--- src/rtl/parking_occupancy_tracker_pkg.sv ---
// Shared types and constants for the parking occupancy tracker.
// Holds the FSM state encoding, the deny rate limit and the default lot sizing.
package parking_occupancy_tracker_pkg;

  typedef enum logic [1:0] {
    StIdle      = 2'd0,
    StEntryOpen = 2'd1,
    StExitOpen  = 2'd2,
    StCooldown  = 2'd3
  } state_e;

  // A refused car sees entry_denied once every DENY_RATE cycles while it keeps requesting.
  localparam int unsigned DENY_RATE        = 4;
  localparam int unsigned DEFAULT_CNT_W    = 3;
  localparam int unsigned DEFAULT_CAPACITY = 7;
  localparam int unsigned DEFAULT_GATE_CYC = 4;

  // Width needed to hold values 0..max_val-1, never narrower than one bit.
  function automatic int unsigned timer_width(input int unsigned max_val);
    return (max_val < 2) ? 1 : $clog2(max_val);
  endfunction

endpackage

--- src/rtl/parking_occupancy_tracker_gate_timer.sv ---
// Loadable down-counter shared by the gate-open interval and the deny rate limit.
// Counts down to zero and holds there; done is high whenever the count is zero.
module parking_occupancy_tracker_gate_timer #(
  parameter int unsigned W = 2
) (
  input  logic         clk,
  input  logic         reset,
  input  logic         load,
  input  logic [W-1:0] load_val,
  output logic         done
);

  logic [W-1:0] count_q, count_d;

  always_comb begin
    count_d = count_q;
    if (load) begin
      count_d = load_val;
    end else if (count_q != '0) begin
      count_d = count_q - W'(1);
    end
  end

  always_ff @(posedge clk or posedge reset) begin
    if (reset) begin
      count_q <= '0;
    end else begin
      count_q <= count_d;
    end
  end

  assign done = (count_q == '0);

endmodule

--- src/rtl/parking_occupancy_tracker.sv ---
// Lot occupancy tracker: arbitrates entry/exit gates, times the gate-open pulse and keeps
// the registered parked/empty counts, refusing (rate-limited) entry while the lot is full.
module parking_occupancy_tracker
  import parking_occupancy_tracker_pkg::*;
#(
  parameter int unsigned CNT_W       = DEFAULT_CNT_W,
  parameter int unsigned CAPACITY    = DEFAULT_CAPACITY,
  parameter int unsigned GATE_CYCLES = DEFAULT_GATE_CYC
) (
  input  logic             clk,
  input  logic             reset,
  input  logic             entry_req,
  input  logic             exit_req,
  output logic             entry_gate,
  output logic             exit_gate,
  output logic             entry_denied,
  output logic [CNT_W-1:0] parked,
  output logic [CNT_W-1:0] empty,
  output logic             full
);

  localparam int unsigned TimerMax = (GATE_CYCLES > DENY_RATE) ? GATE_CYCLES : DENY_RATE;
  localparam int unsigned TimerW   = timer_width(TimerMax);

  // Loaded with N-1 so the timer is done on the Nth cycle in the open/wait state.
  localparam logic [TimerW-1:0] GateLoad = TimerW'(GATE_CYCLES - 1);
  localparam logic [TimerW-1:0] DenyLoad = TimerW'(DENY_RATE - 1);
  localparam logic [CNT_W-1:0]  Cap      = CNT_W'(CAPACITY);
  localparam logic [CNT_W-1:0]  CntOne   = CNT_W'(1);

  state_e            state_q, state_d;
  logic [CNT_W-1:0]  parked_q, parked_d;
  logic [CNT_W-1:0]  empty_q, empty_d;
  logic              deny_q, deny_d;
  logic              full_w;
  logic              tmr_load;
  logic [TimerW-1:0] tmr_val;
  logic              tmr_done;

  assign full_w = (parked_q == Cap);

  parking_occupancy_tracker_gate_timer #(
    .W (TimerW)
  ) u_gate_timer (
    .clk      (clk),
    .reset    (reset),
    .load     (tmr_load),
    .load_val (tmr_val),
    .done     (tmr_done)
  );

  always_comb begin
    state_d  = state_q;
    parked_d = parked_q;
    empty_d  = empty_q;
    deny_d   = 1'b0;
    tmr_load = 1'b0;
    tmr_val  = '0;

    unique case (state_q)
      StIdle: begin
        // Exit has priority: it frees a space the waiting entry may then take.
        if (exit_req && (parked_q != '0)) begin
          state_d  = StExitOpen;
          parked_d = parked_q - CntOne;
          empty_d  = empty_q + CntOne;
          tmr_load = 1'b1;
          tmr_val  = GateLoad;
        end else if (entry_req && !full_w) begin
          state_d  = StEntryOpen;
          parked_d = parked_q + CntOne;
          empty_d  = empty_q - CntOne;
          tmr_load = 1'b1;
          tmr_val  = GateLoad;
        end else if (entry_req && tmr_done) begin
          deny_d   = 1'b1;
          tmr_load = 1'b1;
          tmr_val  = DenyLoad;
        end
      end
      StEntryOpen, StExitOpen: begin
        if (tmr_done) begin
          state_d = StCooldown;
        end
      end
      StCooldown: begin
        state_d = StIdle;
      end
      default: begin
        state_d = StIdle;
      end
    endcase
  end

  always_ff @(posedge clk or posedge reset) begin
    if (reset) begin
      state_q  <= StIdle;
      parked_q <= '0;
      empty_q  <= Cap;
      deny_q   <= 1'b0;
    end else begin
      state_q  <= state_d;
      parked_q <= parked_d;
      empty_q  <= empty_d;
      deny_q   <= deny_d;
    end
  end

  // Gates decode straight from the state register so reset closes them without waiting.
  assign entry_gate   = (state_q == StEntryOpen);
  assign exit_gate    = (state_q == StExitOpen);
  assign entry_denied = deny_q;
  assign parked       = parked_q;
  assign empty        = empty_q;
  assign full         = full_w;

endmodule
--- config.mk ---
export PLATFORM = sky130hd
export DESIGN_NAME = parking_occupancy_tracker
export DESIGN_NICKNAME = d
export VERILOG_FILES = /design/src/rtl/parking_occupancy_tracker_pkg.sv /design/src/rtl/parking_occupancy_tracker_gate_timer.sv /design/src/rtl/parking_occupancy_tracker.sv
export SDC_FILE = /design/constraint.sdc
export NUM_CORES = 1
export LEC_CHECK = 0
export ABC_AREA = 1
export BUFFER_PORTS_ARGS = -buffer_cell sky130_fd_sc_hd__buf_2
export CORE_MARGIN = 4
export CORE_UTILIZATION = 51
export CTS_BUF_LIST = sky130_fd_sc_hd__clkbuf_4 sky130_fd_sc_hd__clkbuf_8
export CTS_CLUSTER_SIZE = 8
export DETAILED_ROUTE_END_ITERATION = 12
export GPL_TIMING_DRIVEN = 1
export PLACE_DENSITY = 0.88
export SYNTH_ARGS = -nofsm -noshare
export SYNTH_HDL_FRONTEND = slang
export SYNTH_HIERARCHICAL = 1
export SYNTH_SLANG_ARGS = --single-unit
--- constraint.sdc ---
create_clock -name clk -period 1.6 [get_ports clk]
set_clock_uncertainty 0.15 [all_clocks]
set_input_delay 0.08 -clock clk [delete_from_list [all_inputs] [get_ports clk]]
set_output_delay 0.08 -clock clk [all_outputs]
set_load 0.1 [all_outputs]
======== Yosys cells after proc, flatten, opt, wreduce, memory -nomap -nowiden ========
Index checks and enable logic that the tools add are counted.
storage, ports and cells
  input port bits ......................... 4
  memories ................................ 0
  RAM bits ................................ 0
  logic and storage cells ................. 50
  bits in read-only memories .............. 0
  flip-flop bits (word level) ............. 11
  bits in latches ......................... 0
operators by class
  $mul .................................... 0
  bitwise gates (word level) .............. 0
  add/sub/neg operators ................... 5
  muxes and demuxes ....................... 21
  shifts and indexed selects .............. 0
  eq/ne operators ......................... 6
  divide/modulo/power cells ............... 0
  magnitude comparators ................... 0
  reduce and logical (&&, ||, !) cells .... 13
operators by type and width
  kind                                              count
  2-to-1 mux 2 bit                                  9
  2-to-1 mux 3 bit                                  4
  2-to-1 mux 1 bit                                  7
  adder 3 x 1 -> 3 bit, second input constant       2
  one-hot mux 2 bit (3 select lines)                1
  nonzero test 2 bit                                3
  subtractor 3 x 1 -> 3 bit, second input constant  2
  == test 2 bit, second input constant              2
  logical NOT 2 bit                                 2
  AND reduction 2 bit                               2
  == test 3 bit, second input constant              1
  logical AND 1 bit                                 3
  != test 3 bit, second input constant              1
  nonzero test 3 bit                                1
  == test 2 x 1 -> 1 bit, second input constant     1
  != test 2 bit, second input constant              1
  OR reduction 2 bit                                1
  subtractor 2 x 1 -> 2 bit, second input constant  1
  logical NOT 1 bit                                 1

======== Longest topological paths before layout ========
  depth after elaboration ................. 7
  gate-level depth with buffers ........... 12
  mapped depth without buffers ............ 12

======== By module ========
Netlist, hierarchy kept.
by module, submodules not included
  module                                sequential area each (sq um)  cells an instance  times used  area an instance (sq um)
  parking_occupancy_tracker             229.0                         90                 1           674.4
  parking_occupancy_tracker_gate_timer  50.0                          17                 1           122.6

======== Worst setup path after synthesis ========
No wires, ideal clock.
  path kind ............................... reg2reg
  start point ............................. register parked_q[2], in the netlist parked[2]
  end point ............................... register parked_q[2], in the netlist parked[2]
  arrival time ............................ 1968 ps
  path slack .............................. -638 ps
  period minus slack after synthesis ...... 2238 ps
  path buffers ............................ 0
  cell stages (with the launch flop) ...... 11
  cell sequence ........................... dfrtp_1 -> inv_1 -> nand2_4 -> nand3_1 -> nand2_1 -> inv_1 -> ha_1 -> inv_1 -> nand4_1 -> nand3_1 -> nand2_1
on the way
  word-level cells in the longest chain between the ends .. 5
  elaborated cells on any way between the ends .. 11
  classes of those cells .................. 2 x add/sub; 1 x eq/ne; 2 x mux; 6 x reduce/logical
RTL lines
  element                                                                       line                              RTL
  from (decl)                                                                   parking_occupancy_tracker.sv:32   logic [CNT_W-1:0] parked_q, parked_d;
  from (signal assigned)                                                        parking_occupancy_tracker.sv:103  parked_q <= parked_d;
  parallel branches: the longest is 5 deep, another holds adder 3 x 1 -> 3 bit  --
Several ways; the timed one is not identified. The select of a mux whose other input is x is not followed.
A chain may end at the register's enable or synchronous reset.

======== Worst setup path in the final report ========
  start point ............................. register parked_q[0], in the netlist parked[0]
  end point ............................... register parked_q[2], in the netlist parked[2]
The elaborated chain is that of the path after synthesis.

==> metrics.md <==
| Metric | Value |
|---|---|
| Max cap viols | 0 |
| Total CTS buffers | 3 |
| Skew-Pair Late Insertion Delay | ~270 ps |
| Crit path kind | reg -> reg |
| Root Driver | clkbuf_4 |
| Hold WC Path Type | in -> async |
| Initial DRT Pass Iterations | 4 |
| Die Y | between 40 and 50 µm |
| Slowest stage cell, crit path | dfrtp_4 |
| DR WL/cell | 15.7 µm |
| Pin count of the biggest net entering global routing | 10 |
| Die ar. | 0.00226 mm² |
| DR iter-0 viols | 6 |
| Final worst path period share | 103% |
| CP max stage delay | roughly 500 ps |
| First-pass GRT wire length | between 3000 and 4000 µm |
| Yosys top cell by area | dfrtp_1 |
| Cell Area, Placed | between 0.001 and 0.0015 mm² |
| Fillers | 79 |
| Yosys cell types | 20 |
| Post-layout min period | 1640 ps |
| R2r worst-path depth | 11 |
| Worst Path Max Fanout | 6 |
| Synth area leaders | dfrtp_1 25%, nand2_1 16%, ha_1 11% |
| Crit path capture | parked[2] |
| Placer Congestion | between 0.8 and 0.9 |
| #FFs+latches synth | 11 |
| Part of the Yosys area used for sequential elements | 35.0% |
| Num rows | 14 |
| Ys flop type | dfrtp_1 |
| CP cell instances | nor2_4, nand2_4, nand2_4, nand2_2, nand2_2, inv_2, ha_4, inv_2, nand4_1, nand3_1, nand2_1 |
| Startpoint types | flip-flop |
| Aggregate global routing overflow | 0 |
| Post-route worst setup slack | -42.4 ps |
| Count leader, synth | nand2_1 |
| Place WS | -77.5 ps |
| Routed WL | between 2000 and 2500 µm |
| Final Hold Fails | 0 |
| Gr usage total | between 20% and 30% |
| Ports | 14 |
| Diodes inserted | 0 |
| Fin nets | about 160 |
| Violated checks | negative setup slack |
| Flop-to-flop setup slack | -40 ps |
| RSZ-0062 raised after global routing | true |
| Syn avg cell area | 7.45 µm² |
| Crit path required time | ~1600 ps |
| Ys Warns | 6 |
| Worst-Margin Slew | approximately 500 ps |
| CTS Sinks | 11 |
| Vias per cell | around 5.3 |
| # H-tree levels | 1 |
| Clk slew on worst S/H paths | ~80 ps |
| Mapped cell area | 797 µm² |
| Most frequent cells after synthesis | 35 x nand2_1, 19 x inv_1, 14 x nand3_1 |
| CP Capture Type | flip-flop |
| Reg2reg start | parked[0] |
| Via count | between 800 and 900 |
| Final setup fails | 5 |
| Antenna violations before repair | 0 |
| Post-Syn Nets | approximately 120 |
| WP buf/inv | 2 |
| Critical path arrival | around 1700 ps |
| Starting density of the core | between 50% and 60% |
| Ratio of cells with drive above 1 in the final layout | 54.5% |
| CTS Buffer Depth | 2 |
| WP depth | 11 |
| Vias in the first global route | about 800 |
| Port bufs | 13 |
| Detail Route Antenna Nets | 0 |
| Share of the synthesized area in the top cell type | 25.1% |
| Status | finished with violations |
| Final Slew Violations | 0 |
| Area Growth Syn to Fin | 59.8% |
| Syn Inst Count | ~110 |
| Fmax | 609 MHz |
| Slew margin rel. | between 60% and 70% |
| Design Area, Final | approximately 0.0013 mm² |
| Asr flop ratio synth | 100% |
| EDFF count, synth | 0 |
| Worst Setup SP | parked[0] |
| Core area | ~0.0015 mm² |
| Top delay family on crit path | simple AND/OR/NAND/NOR gates |
| Dpl hpwl | 1500 µm |
| CTS tree | built |
| DRC violations left | 0 |
| R2R Path End | parked[2] |
| Die extent in x | around 48 µm |
==> flip-flops by register name, indices dropped and copies added (netlist names) <==
name                  count
state_q                   2
empty                     3
entry_denied              1
parked                    3
u_gate_timer/count_q      2
==> cell type report <==
| type | instances | area (µm²) | area share (%) |
|---|---|---|---|
| clock buffer | 4 | 30.0 | 2.36 |
| inverter | 22 | 93.8 | 7.37 |
| multi-input combinational | 74 | 554 | 43.5 |
| sequential | 11 | 294 | 23.1 |
| tap | 16 | 20.0 | 1.57 |
| timing repair buffer | 32 | 282 | 22.1 |
==> how the worst min path moves through the flow <==
stage	start	to	slack, ps	cells past startpoint
after floorplan	reset	u_gate_timer/count_q[0]	-330	1
after global placement	reset	u_gate_timer/count_q[0]	-210	2
after detailed placement	reset	u_gate_timer/count_q[0]	-210	2
after CTS	entry_req	entry_denied	8	4
after global routing	reset	u_gate_timer/count_q[0]	80	3
final	reset	u_gate_timer/count_q[1]	60	3
==> kinds of logic after synthesis <==
logic type,synth area share [%]
AND/OR/NAND/NOR,37.4
buffers and inverters,11.0
adder cells (fa/ha/maj),11.0
XOR/XNOR,2.20
flip-flops,35.0
AO/OA/AOI/OAI,3.45
==> worst min-delay path: stages <==
cell           delay [ps]
dlygate4sd3_1         530
buf_2                 120
inv_1                  70
==> per-layer routing <==
layer  track usage, %  share of wire [%]  up-vias
met5                0                  0        -
met4             11.3               0.76        0
met3             5.26                3.1        4
met2             36.6                 58       26
met1             23.1                 38      414
li1                 -                  -      401
==> layout by cell type (no fill, tap or decap), drive strengths merged <==
master	n
clkbuf	4
or2	1
dfstp	3
nand2	41
a21oi	1
inv	21
ha	7
nor2	3
nand4	1
clkinvlp	1
buf	30
xnor2	1
dfrtp	8
dlygate4sd3	2
nand3	15
xor2	1
o21ai	3
==> per-stage QoR <==
stage	TNS, ps	utilization [%]	hold WS [ps]	instances
6_report	-146	85.5	62.4	159
5_1_grt	-589	85.5	81.8	159
4_1_cts	-204	76.8	8.43	153
3_5_place_dp	-182	70.2	-209	144
3_3_place_gp	0	70.2	-214	144
2_1_floorplan	-623	-	-329	107
==> repair_timing <==
action                                  in CTS  in global routing
gates resized for setup                      8                 17
pin swaps                                   10                 11
hold endpoints to repair                    11                  1
hold buffers                                 1                  1
setup buffers                                4                  5
endpoints found under the setup margin       6                 11
Power is not shown: default switching activity piles up to over one toggle a cycle in this logic, so the estimate is an artifact.
